## src/rtl/ps2_host_ctrl.sv

```systemverilog
// ps2_host_ctrl: host-side command sequencer and scancode buffer for one
// PS/2 device. Sends single-byte commands, waits for the 0xFA acknowledge,
// retries on resend/failure/timeout and queues unsolicited bytes in a FIFO.
module ps2_host_ctrl #(
   parameter int FIFO_DEPTH  = 8,
   parameter int ACK_TIMEOUT = 500000,
   parameter int TX_TIMEOUT  = 65535,
   parameter int MAX_RETRY   = 3
) (
   input  logic       iClk,
   input  logic       iRstN,
   input  logic       iEnable,
   input  logic       iCmdValid,
   input  logic [7:0] iCmdData,
   output logic       oCmdReady,
   output logic       oCmdDone,
   output logic [1:0] oCmdStatus,
   output logic       oKeyValid,
   output logic [7:0] oKeyData,
   input  logic       iKeyReady,
   output logic       oOverrun,
   output logic       oTx,
   output logic [7:0] oTxData,
   input  logic       iTxOk,
   input  logic       iTxFail,
   output logic       oInhibit,
   input  logic       iRx,
   input  logic [7:0] iRxData
);

   localparam int PW     = $clog2(FIFO_DEPTH);
   localparam int CW     = PW + 1;
   localparam int TMAX   = (ACK_TIMEOUT > TX_TIMEOUT) ? ACK_TIMEOUT : TX_TIMEOUT;
   localparam int TW_RAW = $clog2(TMAX + 1);
   localparam int TW     = (TW_RAW < 20) ? 20 : TW_RAW;
   localparam int RW_RAW = $clog2(MAX_RETRY + 1);
   localparam int RW     = (RW_RAW < 1) ? 1 : RW_RAW;

   localparam logic [7:0]    ACK_BYTE    = 8'hFA;
   localparam logic [7:0]    RESEND_BYTE = 8'hFE;
   localparam logic [TW-1:0] ACK_LOAD    = TW'(ACK_TIMEOUT);
   localparam logic [TW-1:0] TX_LOAD     = TW'(TX_TIMEOUT);
   localparam logic [RW-1:0] RETRY_MAX   = RW'(MAX_RETRY);
   localparam logic [CW-1:0] DEPTH_C     = CW'(FIFO_DEPTH);
   localparam logic [CW-1:0] INH_LEVEL   = CW'(FIFO_DEPTH - 1);

   typedef enum logic [2:0] {S_IDLE, S_ARM, S_TX_WAIT, S_ACK_WAIT, S_DONE} state_t;

   state_t         state_q, state_d;
   logic [TW-1:0]  timer_q, timer_d;
   logic [RW-1:0]  retry_q, retry_d;
   logic [1:0]     status_q, status_d;
   logic [7:0]     tx_data_q;
   logic           armed_q;
   logic           alive_q;
   logic           accept;
   logic           fail;
   logic [1:0]     fail_code;

   logic [7:0]     mem [FIFO_DEPTH];
   logic [PW-1:0]  wr_ptr_q, rd_ptr_q, rd_ptr_d;
   logic [CW-1:0]  count_q, count_d;
   logic [7:0]     key_data_q;
   logic           full, pop, push, rx_to_fifo, fifo_hi;

   // FIFO status and receive-path routing; ack/resend bytes are swallowed only while awaiting a reply
   always_comb begin
      full       = (count_q == DEPTH_C);
      fifo_hi    = (count_q >= INH_LEVEL);
      oKeyValid  = (count_q != '0);
      pop        = oKeyValid & iKeyReady;
      rx_to_fifo = iRx & ~((state_q == S_ACK_WAIT) &
                           ((iRxData == ACK_BYTE) | (iRxData == RESEND_BYTE)));
      push       = rx_to_fifo & (~full | pop);
      oOverrun   = rx_to_fifo & full & ~pop;
      rd_ptr_d   = pop ? rd_ptr_q + 1'b1 : rd_ptr_q;
      case ({push, pop})
         2'b10:   count_d = count_q + 1'b1;
         2'b01:   count_d = count_q - 1'b1;
         default: count_d = count_q;
      endcase
   end

   // Command sequencer: next state, timer/retry bookkeeping and handshake outputs
   always_comb begin
      state_d   = state_q;
      timer_d   = timer_q;
      retry_d   = retry_q;
      status_d  = status_q;
      fail      = 1'b0;
      fail_code = 2'd0;
      oCmdReady = 1'b0;
      oInhibit  = 1'b0;
      oTx       = 1'b0;
      oCmdDone  = 1'b0;
      accept    = 1'b0;
      case (state_q)
         S_IDLE: begin
            // alive_q keeps the port quiet and the device inhibited until the first edge after reset
            oCmdReady = alive_q & iEnable;
            oInhibit  = ~alive_q | ~iEnable | fifo_hi;
            accept    = iCmdValid & oCmdReady;
            if (accept) begin
               retry_d = '0;
               state_d = S_ARM;
            end
         end
         S_ARM: begin
            // one full cycle of released inhibit before the transmit pulse
            if (armed_q) begin
               oTx     = 1'b1;
               timer_d = TX_LOAD;
               state_d = S_TX_WAIT;
            end
         end
         S_TX_WAIT: begin
            if (iTxOk) begin
               timer_d = ACK_LOAD;
               state_d = S_ACK_WAIT;
            end else if (iTxFail || (timer_q == '0)) begin
               fail      = 1'b1;
               fail_code = 2'd3;
            end else begin
               timer_d = timer_q - 1'b1;
            end
         end
         S_ACK_WAIT: begin
            if (iRx && (iRxData == ACK_BYTE)) begin
               status_d = 2'd0;
               state_d  = S_DONE;
            end else if (iRx && (iRxData == RESEND_BYTE)) begin
               fail      = 1'b1;
               fail_code = 2'd1;
            end else if (timer_q == '0) begin
               fail      = 1'b1;
               fail_code = 2'd2;
            end else begin
               timer_d = timer_q - 1'b1;
            end
         end
         S_DONE: begin
            oCmdDone = 1'b1;
            state_d  = S_IDLE;
         end
         default: state_d = S_IDLE;
      endcase
      if (fail) begin
         if (retry_q < RETRY_MAX) begin
            retry_d = retry_q + 1'b1;
            state_d = S_ARM;
         end else begin
            status_d = fail_code;
            state_d  = S_DONE;
         end
      end
   end

   assign oCmdStatus = status_q;
   assign oTxData    = tx_data_q;
   assign oKeyData   = key_data_q;

   // Sequencer state register and command byte latch
   always_ff @(posedge iClk or negedge iRstN) begin
      if (!iRstN) begin
         state_q   <= S_IDLE;
         timer_q   <= '0;
         retry_q   <= '0;
         status_q  <= 2'd0;
         tx_data_q <= 8'h00;
         armed_q   <= 1'b0;
         alive_q   <= 1'b0;
      end else begin
         state_q  <= state_d;
         timer_q  <= timer_d;
         retry_q  <= retry_d;
         status_q <= status_d;
         armed_q  <= (state_q == S_ARM) & ~oTx;
         alive_q  <= 1'b1;
         if (accept) tx_data_q <= iCmdData;
      end
   end

   // Scancode storage; empty slots carry no meaning so no reset is needed
   always_ff @(posedge iClk) begin
      if (push) mem[wr_ptr_q] <= iRxData;
   end

   // FIFO pointers, occupancy and registered head byte
   always_ff @(posedge iClk or negedge iRstN) begin
      if (!iRstN) begin
         wr_ptr_q   <= '0;
         rd_ptr_q   <= '0;
         count_q    <= '0;
         key_data_q <= 8'h00;
      end else begin
         if (push) wr_ptr_q <= wr_ptr_q + 1'b1;
         rd_ptr_q <= rd_ptr_d;
         count_q  <= count_d;
         // a byte written into the slot that becomes the head must bypass the memory read
         if (push && (rd_ptr_d == wr_ptr_q)) key_data_q <= iRxData;
         else if (pop && (count_d != '0))    key_data_q <= mem[rd_ptr_d];
      end
   end

endmodule

```

## config.mk

```make
export PLATFORM = sky130hd
export DESIGN_NAME = ps2_host_ctrl
export DESIGN_NICKNAME = d
export VERILOG_FILES = /design/src/rtl/ps2_host_ctrl.sv
export SDC_FILE = /design/constraint.sdc
export NUM_CORES = 1
export LEC_CHECK = 0
export CORE_UTILIZATION = 36
export CTS_CLUSTER_DIAMETER = 50
export DETAILED_ROUTE_END_ITERATION = 12
export PLACE_DENSITY = 0.59
export SYNTH_ARGS = -nofsm -noshare
export SYNTH_HDL_FRONTEND = slang
export SYNTH_SLANG_ARGS = --single-unit
```

## constraint.sdc

```tcl
create_clock -name iClk -period 3.6 [get_ports iClk]
set_input_delay 0.36 -clock iClk [delete_from_list [all_inputs] [get_ports iClk]]
set_output_delay 0.36 -clock iClk [all_outputs]
set_load 0.02 [all_outputs]
```

==> flow_metrics.py <==
metrics = {
    "global_route": {
        "grt_start_max_net_pins": 33,
        "grt_first_pass_wirelength_um": 21600,
        "grtUsageTotal_pct": 17.6,
        "grt_pass1_vias": 4227,
        "grt_remaining_overflow": 0,
        "antenna_found_initial": 0,
    },
    "power": {
        "p_clk_share_pct": 27.8,
        "seq_power_share_pct": 34.2,
        "pwr-share-comb_pct": 38.1,
        "p_sw_uw": 2390,
        "switching_share_pct": 37.9,
        "ir_drop_mv": 0.433,
        "p_leak_uw": 0.00269,
        "power_density_nw_per_um2": 880,
        "internal_power_uw": 3910,
    },
    "layout": {
        "finalNetCount": 627,
        "fill_cells": 1399,
        "final_cell_mix": "78 x nand2_1, 64 x edfxtp_1, 55 x dfrtp_1",
        "drive_gt1_share_pct": 13.2,
        "layout_commonest_cell": "nand2_1",
        "instances_no_fill": 819,
        "num_antenna_cells": 0,
        "area_delta_synth_final_pct": 25.0,
        "post-route-util_pct": 46.6,
    },
    "run_status": {
        "failed_checks": "hold timing",
        "outcome": "complete, but fails checks",
    },
    "placement": {
        "dp_cells": 787,
        "dp_hpwl_um": 9350,
        "io_buffers": 47,
        "gp_congestion": 0.860,
    },
    "timing": {
        "setup_violations": 0,
        "min_period_over_period_pct": 86.0,
        "tns_ns": 0,
        "tightest_slew_ns": 1.20,
        "period_minus_slack_ns": 3.09,
        "max_freq_mhz": 323,
        "rsz0062_at_grt": "false",
        "finalHoldViolCount": 4,
        "slew_violations": 0,
        "holdWs_ns": -0.00100,
        "finClkSkew_ns": 0.00982,
        "max-slew-margin-rel_pct": 19.2,
    },
    "critical_path": {
        "cp_max_fo": 16,
        "r2r-start": "state_q[2]$_DFFE_PN0P_",
        "start_kind": "flip-flop",
        "cp.required_ns": 3.94,
        "setup.worst_path.end_class": "flip-flop",
        "crit_buf_inv": 2,
        "critPathMostFrequentCell": "a31oi_1",
        "critPathArrivalTime_ns": 3.43,
        "r2r-end": "oKeyData[1]$_DFFE_PN0P_",
        "setup.worst_path.class": "flip-flop to flip-flop",
        "cp_slowest_cell": "dfrtp_1",
        "path_cells": "nand3b_1 > o31ai_1 > nand2_1 > inv_1 > ha_1 > a211oi_1 > or2_2 > xnor2_1 > a31oi_1 > buf_4 > nand2b_1 > a31oi_1",
        "ff2ff_path_depth": 12,
        "critPathTopFamily": "compound AO/OA/AOI/OAI gates",
        "reg2reg_setup_slack_ns": 0.51,
        "cpPeakStageDelay_ns": 0.50,
    },
    "drt": {
        "via_per_inst": 5.34,
        "drc": 0,
        "drtAntennaViolNets": 0,
        "post_drt_wl_per_cell_um": 16.5,
        "drtIter0Drc": 278,
        "vias": 4370,
        "drt-total-wl_um": 13500,
        "dr.pass1.iters": 5,
    },
    "clock_network": {
        "hold_buffers": 0,
        "clk_pin_slew_ns": 0.06,
        "cts_resized": 0,
        "clk_latency_ns": 0.42,
        "cts_buffers": 17,
        "tritoncts": "yes",
        "clock-sinks": 119,
        "htreeDepth": 4,
        "postCtsSetupBuffers": 0,
        "clockRootBuffer": "clkbuf_16",
        "clockBufferDepth": 2,
    },
    "floorplanning": {
        "row_count": 45,
        "dieArea_um2": 16400,
        "core_area_um2": 15400,
        "io_pins": 48,
        "die_h_um": 128,
        "start_util_pct": 37.2,
        "chipWidth_um": 128,
    },
    "logic_synthesis": {
        "yosysSeqAreaShare_pct": 57.6,
        "synth_edf_count": 64,
        "syn_area_um2": 5730,
        "syn-num-nets": 558,
        "ys_ff_latch": 119,
        "synth_warnings": 0,
        "ys.flop_type": "edfxtp_1",
        "synth_cells": 526,
        "syn-mean-instance-area_um2": 10.9,
        "async_reset_ff_share_pct": 46.2,
        "synth_cell_types": 63,
    },
    "flow_run": {
        "cap_violations": 0,
    },
    "worst_hold_path": {
        "holdCritPathClass": "primary input to asynchronous set/reset pin",
    },
}
==> synthesized netlist by cell type, types with 10 or more instances <==
| master | n | area [um2] |
|---|---|---|
| nand4_1 | 13 | 81.3 |
| edfxtp_1 | 64 | 1920 |
| nor2_1 | 39 | 146 |
| a21oi_1 | 13 | 65.1 |
| nand2_1 | 78 | 293 |
| nand3_1 | 32 | 160 |
| mux2i_1 | 11 | 110 |
| a31oi_1 | 15 | 93.8 |
| clkbuf_1 | 12 | 45.0 |
| a32oi_1 | 10 | 87.6 |
| inv_1 | 14 | 52.6 |
| mux2_2 | 10 | 113 |
| o21ai_0 | 24 | 120 |
| dfrtp_1 | 55 | 1380 |
| nor3_1 | 18 | 90.1 |
| nand2b_1 | 10 | 62.6 |
==> sequential cells by signal, indices dropped and copies added (netlist names) <==
register / flops
alive_q: 1
armed_q: 1
count_q: 4
mem: 64
oCmdStatus: 2
oKeyData: 8
oTxData: 8
rd_ptr_q: 3
retry_q: 2
state_q: 3
timer_q: 20
wr_ptr_q: 3
==> routing by layer <==
layer  global-route usage, %  share of wire (%)
met1                    22.5                 45
met2                    28.5                 48
met3                    4.09                5.0
met4                    7.68                1.6
met5                       0                  0
==> power groups by stage <==
stage / sequential, uW / clock [uW] / combinational [uW]
final: 2150 / 1750 / 2400
after global routing: 2200 / 1840 / 2650
after CTS: 2150 / 1780 / 2410
after detailed placement: 2160 / 0 / 2410
after global placement: 2160 / 0 / 2350
after floorplan: 2140 / 0 / 1650
==> per-stage QoR <==
stage / cell area (um2) / worst slack (ns) / total power [uW] / hold slack [ns]
after floorplan: 5730 / 0.721 / 3790 / 0.0644
after global placement: 6550 / 0.304 / 4500 / 0.454
after detailed placement: 6550 / 0.157 / 4580 / 0.460
after CTS: 7160 / 0.493 / 6340 / 0.0191
after global routing: 7160 / 0.309 / 6690 / 0.0655
final: 7160 / 0.506 / 6300 / -0.00100
==> worst max path at each step <==
stage	startpoint	end	slack, ns	depth (start not counted)
after floorplan	count_q[0]$_DFF_PN0_	oKeyData[0]$_DFFE_PN0P_	0.72	12
after global placement	iRxData[7]	oKeyData[3]$_DFFE_PN0P_	0.30	13
after detailed placement	iRxData[7]	oKeyData[1]$_DFFE_PN0P_	0.16	13
after CTS	state_q[2]$_DFFE_PN0P_	oKeyData[0]$_DFFE_PN0P_	0.49	12
after global routing	state_q[2]$_DFFE_PN0P_	oKeyData[1]$_DFFE_PN0P_	0.31	12
final	state_q[2]$_DFFE_PN0P_	oKeyData[1]$_DFFE_PN0P_	0.51	12
==> worst register-to-register path: cells and delay by family, from the launching register on <==
kind | cells | cell delay, ns
buffers and inverters | 2 | 0.38
adders and majority gates | 1 | 0.24
xor gates and xnor gates | 1 | 0.11
DFF | 1 | 0.50
AOI/OAI and AO/OA | 4 | 0.97
and+or+nand+nor | 4 | 0.83
==> cell families after synthesis <==
logic type | after synthesis | share of synthesized area (%)
adders and majority gates | 8 | 1.88
AOI/OAI and AO/OA | 97 | 11.4
other | 1 | 0.0655
and+or+nand+nor | 234 | 20.4
buffers and inverters | 38 | 2.93
muxes | 21 | 3.89
xor gates and xnor gates | 8 | 1.79
DFF | 119 | 57.6
==> cell type report <==
class / count / area, um2 / area share, %
Clock inverter: 13 / 169 / 2.36
Inverter: 15 / 56.3 / 0.787
Sequential cell: 119 / 3300 / 46.1
Multi-Input combinational cell: 369 / 2270 / 31.7
Timing Repair Buffer: 73 / 661 / 9.23
Clock buffer: 19 / 443 / 6.19
Tap cell: 211 / 264 / 3.69
Power figures use the tool's default switching activity.
